## config.mk

```make
export PLATFORM = sky130hd
export DESIGN_NAME = lstm_weight_loader_flat
export DESIGN_NICKNAME = d
export VERILOG_FILES = /design/src/rtl/lstm_weight_loader_if.sv /design/src/rtl/lstm_weight_loader.sv /design/src/flat_wrapper.sv
export SDC_FILE = /design/constraint.sdc
export NUM_CORES = 1
export LEC_CHECK = 0
export ABC_AREA = 1
export BUFFER_PORTS_ARGS = -buffer_cell sky130_fd_sc_hd__buf_2
export CAP_MARGIN = 20
export CORE_AREA = 2 2 326 328
export CTS_CLUSTER_SIZE = 10
export DETAILED_ROUTE_END_ITERATION = 16
export DIE_AREA = 0 0 328 330
export GPL_ROUTABILITY_DRIVEN = 0
export PLACE_DENSITY_LB_ADDON = 0.05
export SYNTH_ARGS = -nofsm -noshare
export SYNTH_HDL_FRONTEND = slang
export SYNTH_SLANG_ARGS = --single-unit
```

## constraint.sdc

```tcl
create_clock -name clk -period 1.65 [get_ports clk]
set_input_delay 0.0825 -clock clk [delete_from_list [all_inputs] [get_ports clk]]
set_output_delay 0.0825 -clock clk [all_outputs]
set_load 0.005 [all_outputs]
```

## src/rtl/lstm_weight_loader_if.sv

```systemverilog
// Ready/valid word stream into the LSTM weight loader.
// master drives data/valid/last, slave returns ready.
interface lstm_weight_loader_if #(
  parameter int WIDTH = 16
);
  logic signed [WIDTH-1:0] s_data;
  logic                    s_valid;
  logic                    s_last;
  logic                    s_ready;

  modport master (
    output s_data,
    output s_valid,
    output s_last,
    input  s_ready
  );

  modport slave (
    input  s_data,
    input  s_valid,
    input  s_last,
    output s_ready
  );
endinterface

```

## src/rtl/lstm_weight_loader.sv

```systemverilog
// Streams signed words into per-layer/per-gate weight+bias regs.
// Ports: clk, rst (async low), start, s (stream), regs+strobes, busy/done/error/count.
module lstm_weight_loader #(
  parameter  int LAYERS  = 3,
  parameter  int WIDTH   = 16,
  localparam int WEIGHTS = 4,
  localparam int N       = LAYERS * WEIGHTS,
  localparam int TOTAL   = N * 4,
  localparam int CW      = $clog2(TOTAL + 1)
) (
  input  logic                    clk,
  input  logic                    rst,
  input  logic                    start,
  lstm_weight_loader_if.slave     s,
  output logic signed [WIDTH-1:0] weight_x [N],
  output logic [N-1:0]            weight_x_valid,
  output logic signed [WIDTH-1:0] weight_h [N],
  output logic [N-1:0]            weight_h_valid,
  output logic signed [WIDTH-1:0] bias_x [N],
  output logic [N-1:0]            bias_x_valid,
  output logic signed [WIDTH-1:0] bias_h [N],
  output logic [N-1:0]            bias_h_valid,
  output logic                    busy,
  output logic                    done,
  output logic                    error,
  output logic [CW-1:0]           count
);

  typedef enum logic {
    IDLE,
    LOAD
  } state_t;

  state_t state;
  state_t state_nx;

  logic          acc;
  logic          kick;
  logic          fin;
  logic [CW-1:0] slot;
  logic [1:0]    kind;

  assign acc  = s.s_valid & s.s_ready;
  assign kick = (state == IDLE) & start;
  assign fin  = (count == CW'(TOTAL - 1));
  assign slot = count >> 2;
  assign kind = count[1:0];

  always_ff @(posedge clk or negedge rst) begin
    if (!rst) begin
      state <= IDLE;
    end else begin
      state <= state_nx;
    end
  end

  always_comb begin
    state_nx = state;
    unique case (state)
      IDLE: begin
        if (start) state_nx = LOAD;
      end
      LOAD: begin
        if (acc && (s.s_last || fin))
          state_nx = IDLE;
      end
      default: state_nx = IDLE;
    endcase
  end

  always_comb begin
    s.s_ready = 1'b0;
    busy      = 1'b0;
    if (state == LOAD) begin
      s.s_ready = 1'b1;
      busy      = 1'b1;
    end
  end

  always_ff @(posedge clk or negedge rst) begin
    if (!rst) begin
      for (int i = 0; i < N; i++) begin
        weight_x[i] <= '0;
        weight_h[i] <= '0;
        bias_x[i]   <= '0;
        bias_h[i]   <= '0;
      end
      weight_x_valid <= '0;
      weight_h_valid <= '0;
      bias_x_valid   <= '0;
      bias_h_valid   <= '0;
      done           <= 1'b0;
      error          <= 1'b0;
      count          <= '0;
    end else begin
      weight_x_valid <= '0;
      weight_h_valid <= '0;
      bias_x_valid   <= '0;
      bias_h_valid   <= '0;
      done           <= 1'b0;
      if (kick) begin
        count <= '0;
        error <= 1'b0;
      end
      if (acc) begin
        count <= count + CW'(1);
        done  <= fin;
        // last before the end, or the end without last
        if (s.s_last ^ fin)
          error <= 1'b1;
        for (int i = 0; i < N; i++) begin
          if (slot == CW'(i)) begin
            unique case (1'b1)
              (kind == 2'd0): begin
                weight_x[i]       <= s.s_data;
                weight_x_valid[i] <= 1'b1;
              end
              (kind == 2'd1): begin
                weight_h[i]       <= s.s_data;
                weight_h_valid[i] <= 1'b1;
              end
              (kind == 2'd2): begin
                bias_x[i]       <= s.s_data;
                bias_x_valid[i] <= 1'b1;
              end
              (kind == 2'd3): begin
                bias_h[i]       <= s.s_data;
                bias_h_valid[i] <= 1'b1;
              end
            endcase
          end
        end
      end
    end
  end

endmodule

```

## src/flat_wrapper.sv

```systemverilog
// flat-port wrapper written by rule: the top's interface ports become plain ports
module lstm_weight_loader_flat 
#(
  parameter  int LAYERS  = 3,
  parameter  int WIDTH   = 16,
  localparam int WEIGHTS = 4,
  localparam int N       = LAYERS * WEIGHTS,
  localparam int TOTAL   = N * 4,
  localparam int CW      = $clog2(TOTAL + 1)
)
  (clk, rst, start, weight_x, weight_x_valid, weight_h, weight_h_valid, bias_x, bias_x_valid, bias_h, bias_h_valid, busy, done, error, count, s_s_data, s_s_valid, s_s_last, s_s_ready);
  lstm_weight_loader_if #(.WIDTH(WIDTH)) s_i ();
  input  logic clk;
  input  logic rst;
  input  logic start;
  output logic signed [WIDTH-1:0] weight_x[N];
  output logic [N-1:0] weight_x_valid;
  output logic signed [WIDTH-1:0] weight_h[N];
  output logic [N-1:0] weight_h_valid;
  output logic signed [WIDTH-1:0] bias_x[N];
  output logic [N-1:0] bias_x_valid;
  output logic signed [WIDTH-1:0] bias_h[N];
  output logic [N-1:0] bias_h_valid;
  output logic busy;
  output logic done;
  output logic error;
  output logic [CW-1:0] count;
  input wire logic [$bits(s_i.s_data)-1:0] s_s_data;
  input wire logic [$bits(s_i.s_valid)-1:0] s_s_valid;
  input wire logic [$bits(s_i.s_last)-1:0] s_s_last;
  output wire logic [$bits(s_i.s_ready)-1:0] s_s_ready;
  assign s_i.s_data = s_s_data;
  assign s_i.s_valid = s_s_valid;
  assign s_i.s_last = s_s_last;
  assign s_s_ready = s_i.s_ready;
  lstm_weight_loader #(.LAYERS(LAYERS), .WIDTH(WIDTH)) u_core (.clk(clk), .rst(rst), .start(start), .s(s_i), .weight_x(weight_x), .weight_x_valid(weight_x_valid), .weight_h(weight_h), .weight_h_valid(weight_h_valid), .bias_x(bias_x), .bias_x_valid(bias_x_valid), .bias_h(bias_h), .bias_h_valid(bias_h_valid), .busy(busy), .done(done), .error(error), .count(count));
endmodule
```

Word level (Yosys, flattened, before mapping)

Index checks and enable logic that the tools add are counted.

Register bits after elaboration: 825
Bits in latches: 0
Bits in writable memories: 0
ROM bits: 0
Input bits: 21
Output and inout bits: 826
Word-level logic and storage cells: 195
Memories kept: 0

Add/sub/neg operators: 1
$mul: 0
Divide/modulo/power cells: 0
$lt $le $gt $ge: 0
Eq/ne operators: 15
Shift operators: 0
Muxes and demuxes: 66
Bitwise logic cells: 4
Reduce and logical (&&, ||, !) cells: 53

Operators by type and width:

| kind                | count |
|---|---|
| $reduce_and 3->1    | 48 |
| $mux 1              | 59 |
| $mux 12             | 4 |
| $eq 4x3->1 const B  | 4 |
| $eq 4x4->1 const B  | 4 |
| $mux 6              | 2 |
| $eq 4x2->1 const B  | 2 |
| $add 6x1->6 const B | 1 |
| $eq 6x6->1 const B  | 1 |
| $logic_not 6->1     | 1 |
| $eq 2x2->1 const B  | 2 |
| $eq 4x1->1 const B  | 1 |
| $and 1x1->1         | 2 |
| $eq 2x1->1 const B  | 1 |
| $logic_not 2->1     | 1 |
| $pmux 1 s2          | 1 |
| $reduce_bool 2->1   | 1 |
| $logic_and 1x1->1   | 1 |
| $logic_or 1x1->1    | 1 |
| $not 1->1           | 1 |
| $xor 1x1->1         | 1 |

Depth between registers and ports, before layout

Depth in word-level cells: 5
Gate-level depth with buffers: 9
Gate-level depth less buffers: 7

Worst setup path before layout

No wires, ideal clock.

Kind: reg-to-reg
Start: register u_core.count[4]
End: register u_core.error
Library setup time: 121 ps
Arrival time: 1659 ps
Required time: 1529 ps
Slack: -129 ps
Cell stages (with the launch flop): 8
Buffers on the path: 1
Period minus slack after synthesis: 1779 ps
Cell sequence: dfrtp_1 > inv_1 > nand2_1 > nor2_2 > clkbuf_1 > nand2_1 > ha_1 > a22o_1

Word-level cells in the longest chain between the ends: 4

Ends and longest elaborated chain:

| what                   | line                      | text |
|---|---|---|
| from (decl)            | lstm_weight_loader.sv:26  | `output logic [CW-1:0] count` |
| from (signal assigned) | lstm_weight_loader.sv:106 | `count <= count + CW'(1);` |
| $eq 6x6->1             | lstm_weight_loader.sv:45  | `assign fin = (count == CW'(TOTAL - 1));` |
| $xor 1x1->1            | lstm_weight_loader.sv:109 | `if (s.s_last ^ fin)` |
| $mux 1                 | lstm_weight_loader.sv:109 |  |
| $mux 1                 | lstm_weight_loader.sv:105 | `if (acc) begin` |
| to (signal assigned)   | lstm_weight_loader.sv:93  | `error <= 1'b0;` |
| to (signal assigned)   | lstm_weight_loader.sv:103 | `error <= 1'b0;` |
| to (signal assigned)   | lstm_weight_loader.sv:110 | `error <= 1'b1;` |
| to (decl)              | lstm_weight_loader.sv:25  | `output logic error,` |

No other way between the ends.
A chain may end at the register's enable or synchronous reset.

Final worst setup path

Start: register u_core.count[0]
End: register u_core.weight_h[152] in the netlist's numbering

Word-level cells in the longest chain between the ends: 2

Ends and longest elaborated chain:

| what                              | line                      | text |
|---|---|---|
| $eq 2x1->1                        | lstm_weight_loader.sv:118 | `(kind == 2'd1): begin` |
| $reduce_and 3->1 (no source line) | n/a                       |  |
| to (signal, indexed assignment)   | lstm_weight_loader.sv:119 | `weight_h[i] <= s.s_data;` |
| to (decl)                         | lstm_weight_loader.sv:17  | `output logic signed [WIDTH-1:0] weight_h [N],` |

No other way between the ends.

==> results.json <==
{
  "wl_mm": 148,
  "core_area_mm2": 0.105,
  "setup.worst_path.end_class": "register",
  "crit_slowest_cell": "dfrtp_1",
  "synth_edf_count": 0,
  "crit_chain": "buf_6, ha_2, nand3_4, clkinv_4, clkbuf_16, nand2_8, clkbuf_16, nand2_1, nand2_1",
  "crit_family": "buffers and inverters",
  "drc": 0,
  "htreeDepth": 3,
  "critPathArrivalTime_ps": 2210,
  "wire_per_inst_um": 24.5,
  "io_pins": 847,
  "cts_root_buffer": "clkbuf_16",
  "ant_nets": 0,
  "viasPerCell": 4.78,
  "fin_crit_sh_pct": 99.6,
  "slew_headroom_pct": 58.9,
  "async_flop_share_pct": 100,
  "grt_setup_unrepaired": "yes",
  "cts_buffer_depth": 3,
  "tritoncts": "done",
  "crit_fanout": 8,
  "drt_iter0_drc": 2239,
  "track_usage_pct": 25.9,
  "grt_pass1_vias": 27739,
  "cts_buffers": 98,
  "startpoint_type": "register",
  "r2r_slack_ps": 7,
  "port_buffers": 846,
  "synth_warnings": 0,
  "placed_area_mm2": 0.0405,
  "clk_pin_slew_ps": 60,
  "power_leakage_nw": 26.8,
  "worst-slew-pin-transition_ps": 616,
  "ir_drop_mv": 0.850,
  "slowest_delay_ps": 420,
  "fin_area_mm2": 0.0444,
  "max_freq_ghz": 0.608,
  "grt_overflow_total": 0,
  "drtPass1Iterations": 6,
  "drv_slew": 0,
  "worst_hold_path_type": "input port to async pin",
  "synth_top_area_share_pct": 64.0,
  "synth_area_mm2": 0.0323,
  "drive_gt1_share_pct": 28.9,
  "cap_viol_max_count": 0,
  "startpoint": "u_core.count[0]",
  "power.density_mw_per_mm2": 1220,
  "synthesis.nets": 3611,
  "final_core_util_pct": 42.5,
  "hpwl_mm": 97.2,
  "synth_seq_cells": 825,
  "syn_to_final_growth_pct": 37.7,
  "synth.avg_cell_area_um2": 9.00,
  "cts.sinks": 825,
  "worst-path-buf-inv": 4,
  "fill_cells": 10621,
  "path_class": "register to register",
  "finalSetupViolCount": 0,
  "vias": 28709,
  "nets": 4597,
  "hold_violations": 0,
  "syn_inst": 3585,
  "grt_max_degree": 102,
  "ys_top_cells_by_count": "nand2_1, dfrtp_1, nand3_1, buf_2, clkbuf_1",
  "layout_min_cycle_time_ps": 1640,
  "ys_seq_area_share_pct": 64.0,
  "grt_pass1_wl_mm": 206,
  "fp.dieW_um": 328,
  "required_ps": 2210,
  "rows": 119,
  "die_area_mm2": 0.108,
  "synth_most_common_cell": "nand2_1",
  "insertion_delay_ps": 690,
  "antenna_found_initial": 1,
  "initial_core_util_pct": 30.8,
  "r2r-start": "u_core.count[0]",
  "outcome": "complete, no violations",
  "synth_ff_type": "dfrtp_1",
  "die_h_um": 330,
  "fin_skew_ps": 17.8,
  "synth_area_leaders": "dfrtp_1, nand2_1, nand3_1, buf_2, clkbuf_1",
  "synth_cell_types": 17,
  "yosys.area.top_type": "dfrtp_1"
}
state kept, by name, summed over array words and instances (netlist names):
name / flops
u_core.state: 1
u_core.weight_h_valid: 12
u_core.bias_h: 192
u_core.count: 6
u_core.bias_h_valid: 12
u_core.weight_x: 192
u_core.bias_x_valid: 12
u_core.done: 1
u_core.error: 1
u_core.bias_x: 192
u_core.weight_h: 192
u_core.weight_x_valid: 12
through the flow:
step | std cells | setup TNS, ps | setup WS [ps] | total power, mW | hold WS (ps)
after global routing | 6010 | -7810 | -60.9 | 56.6 | 128
after CTS | 5982 | 0 | 13.1 | 54.0 | 86.2
after detailed placement | 5813 | -2570 | -71.6 | 33.5 | -15.6
final | 6011 | 0 | 6.59 | 54.1 | 128
after floorplan | 3585 | 0 | 1.19 | 27.1 | -213
after global placement | 5813 | -463 | -29.4 | 33.5 | -12.1
repair_timing:
item | CTS | global route
pin swaps | 2 | 4
setup endpoints to repair | 350 | 589
gates cloned | 0 | 20
gates resized for setup | 17 | 66
hold buffers | 21 | 0
hold endpoints to repair | 1283 | 0
buffers inserted | 0 | 8
where the power goes:
group          total (mW)  leakage, nW  internal [mW]  switching [mW]
clock network        20.2         1.39           11.4            8.78
registers            23.3         11.4           22.2            1.12
logic                10.6         14.0           3.89            6.67
tightest hold or removal path, stage by stage:
cell	delay [ps]
dlygate4sd3_1	570
buf_8	250
buf_4	230
final cells by class:
cell class	instances	area, um2	share of cell area (%)
Inverter	59	241	0.543
Clock inverter	9	139	0.313
Clock buffer	139	2740	6.16
Timing Repair Buffer	1165	8640	19.4
Antenna cell	1	2.50	0.00563
Tap cell	1391	1740	3.92
Multi-Input combinational cell	2422	10300	23.2
Sequential cell	825	20600	46.5
cells in the final DEF (no fill, tap or decap), types with 2 or more instances in the layout:
cell	count
clkinv_4	5
inv_16	2
nand2_8	3
inv_2	3
ha_1	2
clkbuf_1	29
clkinv_16	2
dfrtp_1	825
nand3_2	3
o21ai_0	6
clkbuf_8	11
inv_6	2
nor2_4	11
nand2_4	11
buf_12	110
dlygate4sd3_1	21
buf_6	18
ha_2	3
buf_8	3
inv_1	52
clkbuf_16	119
buf_16	6
nand2_1	1698
buf_4	149
nand2_2	25
buf_2	838
nor2_1	6
nor2_2	7
nand3_1	644
final timing paths:
path	endpoint	cells after the start
setup reg to reg	u_core.weight_h[152]	9
min in group clk	u_core.weight_x[61]	4
max in group asynchronous	u_core.bias_h[6]	3
hold reg to reg	u_core.weight_h[73]	2
hold / removal	u_core.bias_x[70]	3
setup / recovery	u_core.weight_h[152]	9
routing by layer:
metal	track usage (%)	up-vias	part of all wire [%]
met5	0	-	0
met4	9.15	0	3.4
met3	6.53	196	7.0
met2	42.4	971	48
met1	33.2	14258	41
li1	-	13284	-
cell families (layout without fill, tap and decap cells):
| logic type | count (synthesis) | in the layout | synth area share (%) |
|---|---|---|---|
| simple gates | 2410 | 2410 | 30.8 |
| other cells | 0 | 1 | 0 |
| fa+ha+maj | 5 | 5 | 0.194 |
| flops | 825 | 825 | 64.0 |
| buf+inv | 338 | 1372 | 4.88 |
| compound gates | 7 | 7 | 0.120 |
No activity file was read; power rests on OpenSTA's default activity.
